<file path="config.mk">
export PLATFORM = sky130hd
export DESIGN_NAME = seg7_scan_driver
export DESIGN_NICKNAME = d
export VERILOG_FILES = /design/src/rtl/seg7_scan_driver.sv
export SDC_FILE = /design/constraint.sdc
export NUM_CORES = 1
export LEC_CHECK = 0
export ABC_AREA = 1
export CORE_UTILIZATION = 63
export DETAILED_ROUTE_END_ITERATION = 10
export HOLD_SLACK_MARGIN = 0.08
export PLACE_DENSITY_LB_ADDON = 0.3
export SYNTH_ARGS = -nofsm -noshare
export SYNTH_HDL_FRONTEND = slang
export SYNTH_SLANG_ARGS = --single-unit
</file>
<file path="constraint.sdc">
create_clock -name clk -period 4.3 [get_ports clk]
set_input_delay 1.29 -clock clk [delete_from_list [all_inputs] [get_ports clk]]
set_output_delay 1.29 -clock clk [all_outputs]
set_load 0.01 [all_outputs]
</file>
<file path="src/rtl/seg7_scan_driver.sv">
// Captures a 14-bit value, converts it to 4 BCD digits (double-dabble) and scans them onto a common-anode 7-segment bank.
// Optional leading-zero blanking: define SEG7_LEADING_ZERO_BLANK_EN.
module seg7_scan_driver #(
    parameter int unsigned REFRESH_DIV = 50000
) (
    input  logic        clk,
    input  logic        rst,
    input  logic [13:0] value,
    input  logic        load,
    output logic        busy,
    output logic [6:0]  seg7,
    output logic [3:0]  an
);

    localparam int unsigned CW = $clog2(REFRESH_DIV);

    typedef enum logic {IDLE, SHIFT} state_t;

    state_t      state, state_nx;
    logic [13:0] sr, sr_nx;
    logic [15:0] bcd, bcd_nx, bcd_adj;
    logic [3:0]  iter, iter_nx;
    logic [15:0] digits, digits_nx;
    logic        ovf, ovf_nx;
    logic [29:0] shifted;

    logic [CW-1:0] rcnt;
    logic [1:0]    idx;
    logic [3:0]    cur_digit;
    logic          blank;
    logic [6:0]    seg_nx;

    function automatic logic [6:0] decode(input logic [3:0] d);
        case (d)
            4'd0:    decode = 7'b1000000;
            4'd1:    decode = 7'b1111001;
            4'd2:    decode = 7'b0100100;
            4'd3:    decode = 7'b0110000;
            4'd4:    decode = 7'b0011001;
            4'd5:    decode = 7'b0010010;
            4'd6:    decode = 7'b0000010;
            4'd7:    decode = 7'b1111000;
            4'd8:    decode = 7'b0000000;
            4'd9:    decode = 7'b0010000;
            default: decode = 7'b1111111;
        endcase
    endfunction

    always_ff @(posedge clk) begin
        if (rst) begin
            state  <= IDLE;
            sr     <= '0;
            bcd    <= '0;
            iter   <= '0;
            digits <= '0;
            ovf    <= 1'b0;
        end else begin
            state  <= state_nx;
            sr     <= sr_nx;
            bcd    <= bcd_nx;
            iter   <= iter_nx;
            digits <= digits_nx;
            ovf    <= ovf_nx;
        end
    end

    always_comb begin
        for (int unsigned n = 0; n < 4; n++) begin
            bcd_adj[n*4 +: 4] = (bcd[n*4 +: 4] >= 4'd5) ? bcd[n*4 +: 4] + 4'd3 : bcd[n*4 +: 4];
        end
        shifted = {bcd_adj, sr} << 1;
    end

    always_comb begin
        state_nx  = state;
        sr_nx     = sr;
        bcd_nx    = bcd;
        iter_nx   = iter;
        digits_nx = digits;
        ovf_nx    = ovf;
        case (state)
            IDLE: begin
                if (load) begin
                    if (value > 14'd9999) begin
                        ovf_nx = 1'b1;
                    end else begin
                        sr_nx    = value;
                        bcd_nx   = '0;
                        iter_nx  = '0;
                        state_nx = SHIFT;
                    end
                end
            end
            SHIFT: begin
                bcd_nx  = shifted[29:14];
                sr_nx   = shifted[13:0];
                iter_nx = iter + 4'd1;
                // Final iteration commits the shifted result straight into the display digits.
                if (iter == 4'd13) begin
                    digits_nx = shifted[29:14];
                    ovf_nx    = 1'b0;
                    state_nx  = IDLE;
                end
            end
            default: state_nx = IDLE;
        endcase
    end

    assign busy = (state == SHIFT);

    always_ff @(posedge clk) begin
        if (rst) begin
            rcnt <= '0;
            idx  <= '0;
        end else if (rcnt == CW'(REFRESH_DIV - 1)) begin
            rcnt <= '0;
            idx  <= idx + 2'd1;
        end else begin
            rcnt <= rcnt + 1'b1;
        end
    end

    assign cur_digit = digits[{idx, 2'b00} +: 4];

`ifdef SEG7_LEADING_ZERO_BLANK_EN
    logic [15:0] upper;
    assign upper = digits >> {idx, 2'b00};
    assign blank = !ovf && (idx != 2'd0) && (upper == '0);
`else
    assign blank = 1'b0;
`endif

    always_comb begin
        seg_nx = decode(cur_digit);
        if (ovf)
            seg_nx = 7'b0111111;
        else if (blank)
            seg_nx = 7'b1111111;
    end

    always_ff @(posedge clk) begin
        if (rst) begin
            an   <= '1;
            seg7 <= '1;
        end else begin
            an   <= ~(4'b0001 << idx);
            seg7 <= seg_nx;
        end
    end

endmodule

</file>
After elaboration in Yosys (flattened, before gate mapping)
Memory sizes are Yosys's and may differ from the RTL's.
Index checks and enable logic that the tools add are counted.
{ "op_classes": {"n_shift": 2, "reduce_logical": 5, "n_bitwise": 2, "n_eq_ne": 6, "n_mux": 22, "n_lt_le_gt_ge": 5, "add_sub_neg": 7} }
{ "ops": {"columns": ["operator", "count"], "rows": [
  ["two-way mux 16 bit", 2],
  ["one-hot mux 16 bit (2 select lines)", 1],
  ["two-way mux 14 bit", 2],
  ["one-hot mux 14 bit (2 select lines)", 1],
  ["two-way mux 4 bit", 5],
  ["adder 16 x 1 -> 16 bit (second input constant)", 1],
  ["== test 16 bit (second input constant)", 1],
  ["greater-or-equal comparator 4 x 3 -> 1 bit (second input constant)", 4],
  ["variable part select 16 x 5 -> 4 bit", 1],
  ["greater-than comparator 14 bit (second input constant)", 1],
  ["adder 4 x 2 -> 4 bit (second input constant)", 3],
  ["one-hot mux 4 bit (2 select lines)", 1],
  ["two-way mux 7 bit", 1],
  ["two-way mux 1 bit", 6],
  ["!= test 2 bit (second input constant)", 3],
  ["adder 4 x 1 -> 4 bit (second input constant)", 1],
  ["== test 4 bit (second input constant)", 1],
  ["inverter 4 bit", 1],
  ["one-hot mux 1 bit (2 select lines)", 2],
  ["AND reduction 2 bit", 2],
  ["OR reduction 2 bit", 2],
  ["<< shifter 1 x 2 -> 4 bit (first input constant)", 1],
  ["adder 3 x 2 -> 3 bit (second input constant)", 1],
  ["two-way mux 3 bit", 1],
  ["4 further kinds", 4]
]} }
{ "totals": {"word_cells": 61, "memories": 1, "ff_bits": 81, "out_inout_bits": 12, "in_bits": 17, "rom_bits": 112} }
{ "memory_table": {"columns": ["memory", "depth", "width", "read_ports", "rd_ports_with_merged_regs", "wr", "line_no", "rtl"], "rows": [
  ["(no name shown)", 16, 7, 1, 0, 0, "34", "case (d)"]
]} }

Logic depth before layout (Yosys ltp)
Gate-level depths: netlist of run 1.
{ "depth": {"word_depth": 4, "mapped_depth": 11, "depth_no_buf": 11} }

Worst setup path after synthesis of run 1
No wires, ideal clock.
{ "synth_path": {"path_kind": "input-to-reg", "from": "in value[5]", "to": "reg iter[0]", "arrival_time_ps": 2033, "slack_ps": 2152, "setup_ps": 115, "cell_stages": 9, "required_ps": 4185, "path_buffers": 1, "path_cell_list": "nor2_1 > nand2_1 > nand2_1 > nand2_1 > nand3_2 > nand2_4 > buf_6 > o21ai_0 > inv_1"} }
{ "synth_between": {"elab_chain_cells": 3} }
{ "synth_lines": {"columns": ["element", "line_no", "rtl"], "rows": [
  ["from (decl)", "8", "input logic [13:0] value,"],
  ["greater-than comparator 14 bit", "84", "if (value > 14'd9999) begin"],
  ["!= test 2 bit (no source line)", null, null],
  ["AND reduction 2 bit (no source line)", null, null],
  ["to (signal assigned)", "61", "iter <= iter_nx;"],
  ["to (decl)", "22", "logic [3:0] iter, iter_nx;"]
]} }
Every way passes these cells.
A chain may end at the register's enable or synchronous reset.

Final worst setup path of run 1
{ "layout_path": {"from": "in value[9]", "to": "reg sr[6]"} }
{ "layout_between": {"elab_chain_cells": 3} }
{ "layout_lines": {"columns": ["element", "line_no", "rtl"], "rows": [
  ["greater-than comparator 14 bit", "84", null],
  ["!= test 2 bit (no source line)", null, null],
  ["AND reduction 2 bit (no source line)", null, null],
  ["to (signal assigned)", "59", "sr <= sr_nx;"],
  ["to (decl)", "20", "logic [13:0] sr, sr_nx;"]
]} }
Every way passes these cells.

==> results of run 1 <==
[state kept, by name (all words and copies together), names as in the netlist]
name	flops
bcd	16
busy	1
an	4
iter	4
rcnt	16
ovf	1
idx	2
sr	14
digits	16
seg7	7
[layout make-up]
type / instances / area share
timing repair buffer: 30 / 0.06762
clock inverter: 5 / 0.006877
clock buffer: 11 / 0.03467
multi-input combinational: 367 / 0.4456
inverter: 61 / 0.05244
tap: 75 / 0.02149
sequential: 81 / 0.3713
[final timing paths]
check                      from                    to  depth (start not counted)
max                    value[9]    sr[6]$_SDFFE_PP0P_                          9
min          rcnt[0]$_SDFF_PP0_    rcnt[0]$_SDFF_PP0_                          1
max reg2reg     busy$_SDFF_PP0_  iter[0]$_SDFFE_PP0P_                          6
min reg2reg  rcnt[0]$_SDFF_PP0_    rcnt[0]$_SDFF_PP0_                          1
[per-stage QoR]
stage	worst slack, ns	hold slack [ns]	area (µm²)	util	std cells
floorplan	2.152	0.4287	3911	-	527
global placement	1.360	0.4385	4185	0.7027	614
detailed placement	1.270	0.4497	4185	0.7027	614
CTS	1.642	0.4676	4367	0.7332	630
global route	1.468	0.4839	4367	0.7332	630
finish	1.651	0.4642	4367	0.7332	630
[where the power goes]
part | switching, mW | internal [mW] | total, mW
Clock | 0.280 | 0.238 | 0.518
Combinational | 0.0720 | 0.0483 | 0.120
Sequential | 0.0106 | 0.769 | 0.780
[layer usage]
metal	wire length, µm	share of wire	vias up	global-route usage
li1	-	-	1762	-
met1	3720	0.47	1579	0.3497
met2	3628	0.46	85	0.4076
met3	379	0.048	13	0.04944
met4	155	0.020	0	0.1214
met5	0	0	-	0
[critical path, stage by stage]
cell	delay (ns)
clkdlybuf4s50_1	0.48
nand2_1	0.05
nor2_1	0.08
nand2_1	0.07
nand2_1	0.09
nand3_2	0.24
nand2_4	0.39
nand2_1	0.11
a21oi_1	0.13
[logic make-up after synthesis]
kind of cell,after synthesis
XOR/XNOR,7
AND/OR/NAND/NOR,245
buffers and inverters,79
flip-flops,81
adder cells (fa/ha/maj),20
AO/OA/AOI/OAI,95
[layout by cell type, fill, tap and decap left out, types with 5 or more instances in the layout]
cell type / instances
ha_1: 20
nand3_1: 46
nand4_1: 9
o21ai_0: 17
dfxtp_1: 81
clkdlybuf4s50_1: 28
a21oi_1: 55
o22ai_1: 14
xor2_1: 5
o211ai_1: 6
inv_1: 57
clkbuf_8: 11
nand2_1: 142
nor2_1: 26
==> reports/qor.log, run 1 <==
INFO  synthesis      most_area_consuming_cells_after_synthesis=dfxtp_1 41%, nand2_1 14%, a21oi_1 7.0%
INFO  synthesis      yosys.area_share.adder=0.06398
INFO  cts            cts_setup_buffers=0
INFO  synthesis      postSynthNetCount=564
INFO  routing        drt.antenna.violating_nets=0
INFO  cts            skew_pair_late_insertion_delay=0.36ns
INFO  sta            finalCriticalPeriod=2.649ns
INFO  synthesis      synth_flop_cell=dfxtp_1
INFO  cts            max-clock-path-buffers=2
INFO  cells_and_area multi_input_comb_area=1946µm²
INFO  routing        route.detailed.drc=0
INFO  sta            tns=0ns
INFO  synthesis      synth_enable_flop_cells=0
INFO  sta            finClkSkew=0.01338ns
INFO  cts            htree_num_levels=3
INFO  sta            rsz0062_at_grt=no
INFO  power_and_ir_drop pwr_dens=324.8nW/µm²
INFO  power_and_ir_drop ir_worst_vdd=0.1958mV
INFO  power_and_ir_drop cellLeakagePower=1.649nW
INFO  die            io-pin-count=29
INFO  cts            tritoncts=done
INFO  place          hpwlAfterDp=5.475mm
INFO  synthesis      synth_area_per_cell=7.422µm²
INFO  synthesis      commonest_cells_post_synth=142 x nand2_1, 81 x dfxtp_1, 57 x inv_1
INFO  synthesis      synthCells=527
INFO  routing        routed_via_density=5.459
INFO  die            die_width=80.79µm
INFO  grt            grt.total_usage=0.2614
INFO  worst_setup_path critPathRequiredTime=4.59ns
INFO  synthesis      synth_compound_area_frac=0.1347
INFO  cells_and_area nets=587
INFO  cts            number_of_buffers_inserted_during_clock_tree_synthesis=9
INFO  routing        num_vias=3439
INFO  synthesis      synth_area_leader_cell=dfxtp_1
INFO  worst_setup_path timing.critical_path.fanout_max=33
INFO  sta            timing.final.hold_violations=0
INFO  sta            timing_max_transition_violations_final=0
INFO  worst_setup_path r2r_slack=2.15ns
INFO  grt            pin_count_of_the_biggest_net_entering_global_routing=34
INFO  worst_setup_path critical_path_arrival=2.94ns
INFO  cells_and_area antenna_cells=0
INFO  die            die_height=80.79µm
INFO  routing        postRouteWirelength=7.884mm
INFO  routing        route.detailed.wl_per_inst=12.51µm
INFO  synthesis      yosys_warnings=0
INFO  synthesis      synthesis.area=3911µm²
INFO  cts            clock_sinks=81
INFO  synthesis      postSynthRegisterBits=81
INFO  routing        detail_route.first_pass.iterations=5
INFO  worst_setup_path critical_path_class=in -> reg
INFO  run            max-cap-violations=0
INFO  die            initial_utilization=0.6567
INFO  sta            min_period_over_period=0.6159
INFO  worst_setup_path crit_path_end_kind=register
INFO  cells_and_area layout-area-overhead-vs-synth=11.64%
INFO  place          final_estimated_routing_congestion_in_global_placement=0.8222
INFO  cells_and_area seq_area=1622µm²
INFO  power_and_ir_drop power_total=1.418mW
INFO  grt            number_of_antenna_violations_at_the_first_check_in_global_routing=0
INFO  worst_setup_path timing.critical_path.from_type=input port
INFO  synthesis      post_synth_xor_xnor_area=0.01567
INFO  die            coreArea=5956µm²
INFO  sta            setup_viol=0
INFO  die            placement_rows=28
INFO  cts            clk_pin_slew_worst_paths=0.08ns
INFO  synthesis      synth_async_sr_flop_share=0
INFO  grt            grt-ovfl-total=0
INFO  sta            worst_max_slew_pin_slew=0.7015ns
INFO  grt            number_of_global_route_vias_before_repair=3008
INFO  cells_and_area drive_gt1_frac=0.07928
INFO  synthesis      post_synth_num_cell_types=32
INFO  cts            cts.hold.buffers_added=0
INFO  synthesis      synth-simple-area-share=0.2831
INFO  synthesis      synthMuxAreaShare=0
INFO  synthesis      post-synth-top-area-fraction=0.4146
INFO  routing        drt_iter0_drc=165
INFO  synthesis      synth.yosys.seq_area_share=0.4146
INFO  place          port_buffers=28
INFO  grt            grt_pass1_wl=13.19mm
INFO  synthesis      synth.most_common_cell=nand2_1
INFO  sta            maxClockFrequency=0.3776GHz
INFO  sta            slew_headroom=0.5323
INFO  cts            cts.root.buffer_cell=clkbuf_8
INFO  die            design.die.area=6527µm²
INFO  synthesis      dominant_combinational_cell_family_by_area_after_synthesis=simple AND/OR/NAND/NOR gates
INFO  cts            cts.repair.resized=0
INFO  status         outcome=finished clean
INFO  cells_and_area filler_cell_count=509
INFO  worst_hold_path hold_path_class=reg -> reg
Note: power is estimated with default switching activity, not from simulation.
==> run 2: changes to the inputs <==
--- a/config.mk
+++ b/config.mk
@@ -6,7 +6,7 @@
 export NUM_CORES = 1
 export LEC_CHECK = 0
 export ABC_AREA = 1
-export CORE_UTILIZATION = 63
+export CORE_UTILIZATION = 58
 export DETAILED_ROUTE_END_ITERATION = 10
 export HOLD_SLACK_MARGIN = 0.08
 export PLACE_DENSITY_LB_ADDON = 0.3
==> constraint.sdc (replaced) <==
create_clock -name clk -period 2.65 [get_ports clk]
set_input_delay 0.795 -clock clk [delete_from_list [all_inputs] [get_ports clk]]
set_output_delay 0.795 -clock clk [all_outputs]
set_load 0.01 [all_outputs]
==> run 2 against run 1 <==
Net effect:
- the run now ends with DRC left
- first-iteration DRC count rose by 71%
- sequential share of layout area fell by 0.32 points
- largest power group unchanged
- total power rose by 65%
- final area rose by 0.86%
- sequential power rose by 63%
- worst hold slack barely moved
- core utilization fell by 4.7 points
- clock-buffer cell count fell by 1
==> reports/qor.log, run 2 (same netlist as run 1, synthesis figures left out) <==
INFO  worst_setup_path r2r_slack=0.76ns [was 2.15 ns]
INFO  cts            max-clock-path-buffers=2 [unchanged]
INFO  worst_setup_path cp-startpoint=busy$_SDFF_PP0_ [was value[9]]
INFO  cells_and_area finalInstanceArea=4404µm² [was 4367 µm²]
INFO  cts            cts.repair.resized=0 [unchanged]
INFO  sta            finalCriticalPeriod=2.013ns
INFO  routing        route.detailed.drc=4 [was 0]
INFO  worst_setup_path rr_startpoint=idx[0]$_SDFFE_PP0P_ [was busy$_SDFF_PP0_]
INFO  sta            slew_headroom=0.5416 [was 0.5323]
INFO  grt            grt.total_usage=0.2361 [was 0.2614]
INFO  worst_setup_path timing.rr.end=seg7[6]$_SDFF_PP1_ [was iter[0]$_SDFFE_PP0P_]
INFO  cells_and_area mostFrequentLayoutCell=nand2_1 [unchanged]
INFO  worst_setup_path ordered_list_of_cells_on_the_worst_path=clkdlybuf4s50_1 [was clkdlybuf4s50_1, nand2_1, nor2_1, nand2_1, nand2_1, nand3_2, nand2_4, nand2_1, a21oi_1]
INFO  routing        drt_iter0_drc=282 [was 165]
INFO  worst_hold_path hold_end=sr[12]$_SDFFE_PP0P_ [was rcnt[0]$_SDFF_PP0_]
INFO  place          post-place-ws=0.3173ns [was 1.270 ns]
INFO  sta            worst_max_slew_pin_slew=0.6876ns [was 0.7015 ns]
INFO  die            io-pin-count=29 [unchanged]
INFO  routing        num_vias=3389 [was 3439]
INFO  grt            number_of_global_route_vias_before_repair=3149 [was 3008]
INFO  cts            htree_num_levels=3 [unchanged]
INFO  cts            clk_pin_slew_worst_paths=0.07ns [was 0.08 ns]
INFO  sta            timing.final.hold_violations=0 [unchanged]
INFO  routing        routed_via_density=5.345 [was 5.459]
INFO  power_and_ir_drop ir_worst_vdd=0.3271mV [was 0.1958 mV]
INFO  sta            rsz0062_at_grt=no [unchanged]
INFO  cells_and_area drive_gt1_frac=0.08259 [was 0.07928]
INFO  worst_setup_path critical_path_class=reg -> out [was in -> reg]
INFO  sta            setup_viol=0 [unchanged]
INFO  die            placement_rows=29 [was 28]
INFO  cells_and_area antenna_cells=0 [unchanged]
INFO  cts            cts.root.buffer_cell=clkbuf_8 [unchanged]
INFO  worst_setup_path critical_path_arrival=1.22ns [was 2.94 ns]
INFO  grt            grt-ovfl-total=0 [unchanged]
INFO  die            die_width=84.12µm [was 80.79 µm]
INFO  cells_and_area nets=590 [was 587]
INFO  grt            grt_pass1_wl=13.63mm [was 13.19 mm]
INFO  cells_and_area filler_cell_count=548 [was 509]
INFO  cells_and_area biggestRegsByFlops=bcd x16, digits x16, rcnt x16 [unchanged]
INFO  cells_and_area layout-area-overhead-vs-synth=12.60% [was 11.64%]
INFO  worst_setup_path timing.critical_path.from_type=register [was input port]
INFO  grt            pin_count_of_the_biggest_net_entering_global_routing=34 [unchanged]
INFO  cts            number_of_buffers_inserted_during_clock_tree_synthesis=9 [unchanged]
INFO  worst_hold_path whs_path_depth=2 [was 1]
INFO  run            max-cap-violations=0 [unchanged]
INFO  sta            min_period_over_period=0.7596
INFO  worst_setup_path timing.critical_path.fanout_max=2 [was 33]
INFO  sta            tns=0ns [unchanged]
INFO  place          final_estimated_routing_congestion_in_global_placement=0.8580 [was 0.8222]
INFO  die            design.die.area=7076µm² [was 6527 µm²]
INFO  status         outcome=finished, violations left [was finished clean]
INFO  cts            cts_setup_buffers=0 [unchanged]
INFO  worst_hold_path min_from=sr[12]$_SDFFE_PP0P_ [was rcnt[0]$_SDFF_PP0_]
INFO  power_and_ir_drop pwr_dens=532.8nW/µm² [was 324.8 nW/µm²]
INFO  worst_setup_path critical_path.top_delay_family=buffers and inverters [was simple AND/OR/NAND/NOR gates]
INFO  cts            cts.hold.buffers_added=0 [unchanged]
INFO  sta            maxClockFrequency=0.4968GHz
INFO  sta            timing_max_transition_violations_final=0 [unchanged]
INFO  cts            clock_sinks=81 [unchanged]
INFO  worst_setup_path critPathRequiredTime=1.86ns [was 4.59 ns]
INFO  place          postPlaceCellArea=4210µm² [was 4185 µm²]
INFO  worst_setup_path critical_path_depth=1 [was 9]
INFO  routing        postRouteWirelength=7.825mm [was 7.884 mm]
INFO  power_and_ir_drop power_total=2.346mW [was 1.418 mW]
INFO  power_and_ir_drop cellLeakagePower=1.670nW [was 1.649 nW]
INFO  worst_setup_path worst_path_max_delay_cell=clkdlybuf4s50_1 [unchanged]
INFO  cells_and_area most-common-layout-cells=142 x nand2_1, 81 x dfxtp_1, 57 x inv_1 [unchanged]
INFO  die            initial_utilization=0.6090 [was 0.6567]
INFO  sta            finClkSkew=0.01059ns [was 0.01338 ns]
INFO  worst_hold_path hold_path_class=reg -> reg [unchanged]
INFO  status         failing_checks=DRC
INFO  grt            number_of_antenna_violations_at_the_first_check_in_global_routing=0 [unchanged]
INFO  sta            setup_slack=0.6371ns [was 1.651 ns]
INFO  worst_setup_path timing.reg2reg.worst_path_depth=10 [was 6]
INFO  place          hpwlAfterDp=5.497mm [was 5.475 mm]
INFO  die            coreArea=6422µm² [was 5956 µm²]
INFO  cts            tritoncts=done [unchanged]
INFO  routing        detail_route.first_pass.iterations=8 [was 5]
INFO  routing        route.detailed.wl_per_inst=12.34µm [was 12.51 µm]
INFO  worst_setup_path max_stage_delay=0.54ns [was 0.48 ns]
INFO  cts            skew_pair_late_insertion_delay=0.35ns [was 0.36 ns]
INFO  place          port_buffers=28 [unchanged]
INFO  die            die_height=84.12µm [was 80.79 µm]
INFO  routing        drt.antenna.violating_nets=0 [unchanged]
INFO  worst_setup_path path_buf_inv=1 [unchanged]
INFO  worst_setup_path crit_path_end_kind=output port [was register]
INFO  cells_and_area fin_util=0.6858 [was 0.7332]
==> run 2: per-stage QoR <==
step	cells	hold WS, ns
4_1_cts	634	0.4667
3_5_place_dp	619	0.4547
2_1_floorplan	527	0.4287
6_report	634	0.4640
3_3_place_gp	619	0.4418
5_1_grt	634	0.4813
==> run 2: per-layer routing <==
| layer | vias up | track usage | routed length, µm |
|---|---|---|---|
| li1 | 1775 | - | - |
| met1 | 1533 | 0.2901 | 3530 |
| met2 | 71 | 0.4195 | 3904 |
| met3 | 10 | 0.03660 | 294 |
| met4 | 0 | 0.08307 | 97 |
| met5 | - | 0 | 0 |
==> run 2: area by class of cell <==
cell class / count / area [µm²] / area share
clock buffers: 10 / 137.6 / 0.03125
clock inverters: 5 / 56.30 / 0.01278
inverters: 61 / 229.0 / 0.05199
multi-input cells: 367 / 1946 / 0.4418
flip-flops and latches: 81 / 1622 / 0.3682
well taps: 77 / 96.34 / 0.02188
repair buffers: 33 / 317.8 / 0.07216
==> run 2: worst max path at each step <==
stage	to
3_3_place_gp	sr[5]$_SDFFE_PP0P_
4_1_cts	busy
3_5_place_dp	sr[11]$_SDFFE_PP0P_
5_1_grt	sr[11]$_SDFFE_PP0P_
2_1_floorplan	iter[0]$_SDFFE_PP0P_
6_report	busy
==> run 2: report_power, final <==
group          internal (mW)  total (mW)  switching (mW)
clock network          0.454       0.883           0.429
registers               1.25        1.27          0.0167
logic                 0.0817       0.198           0.116
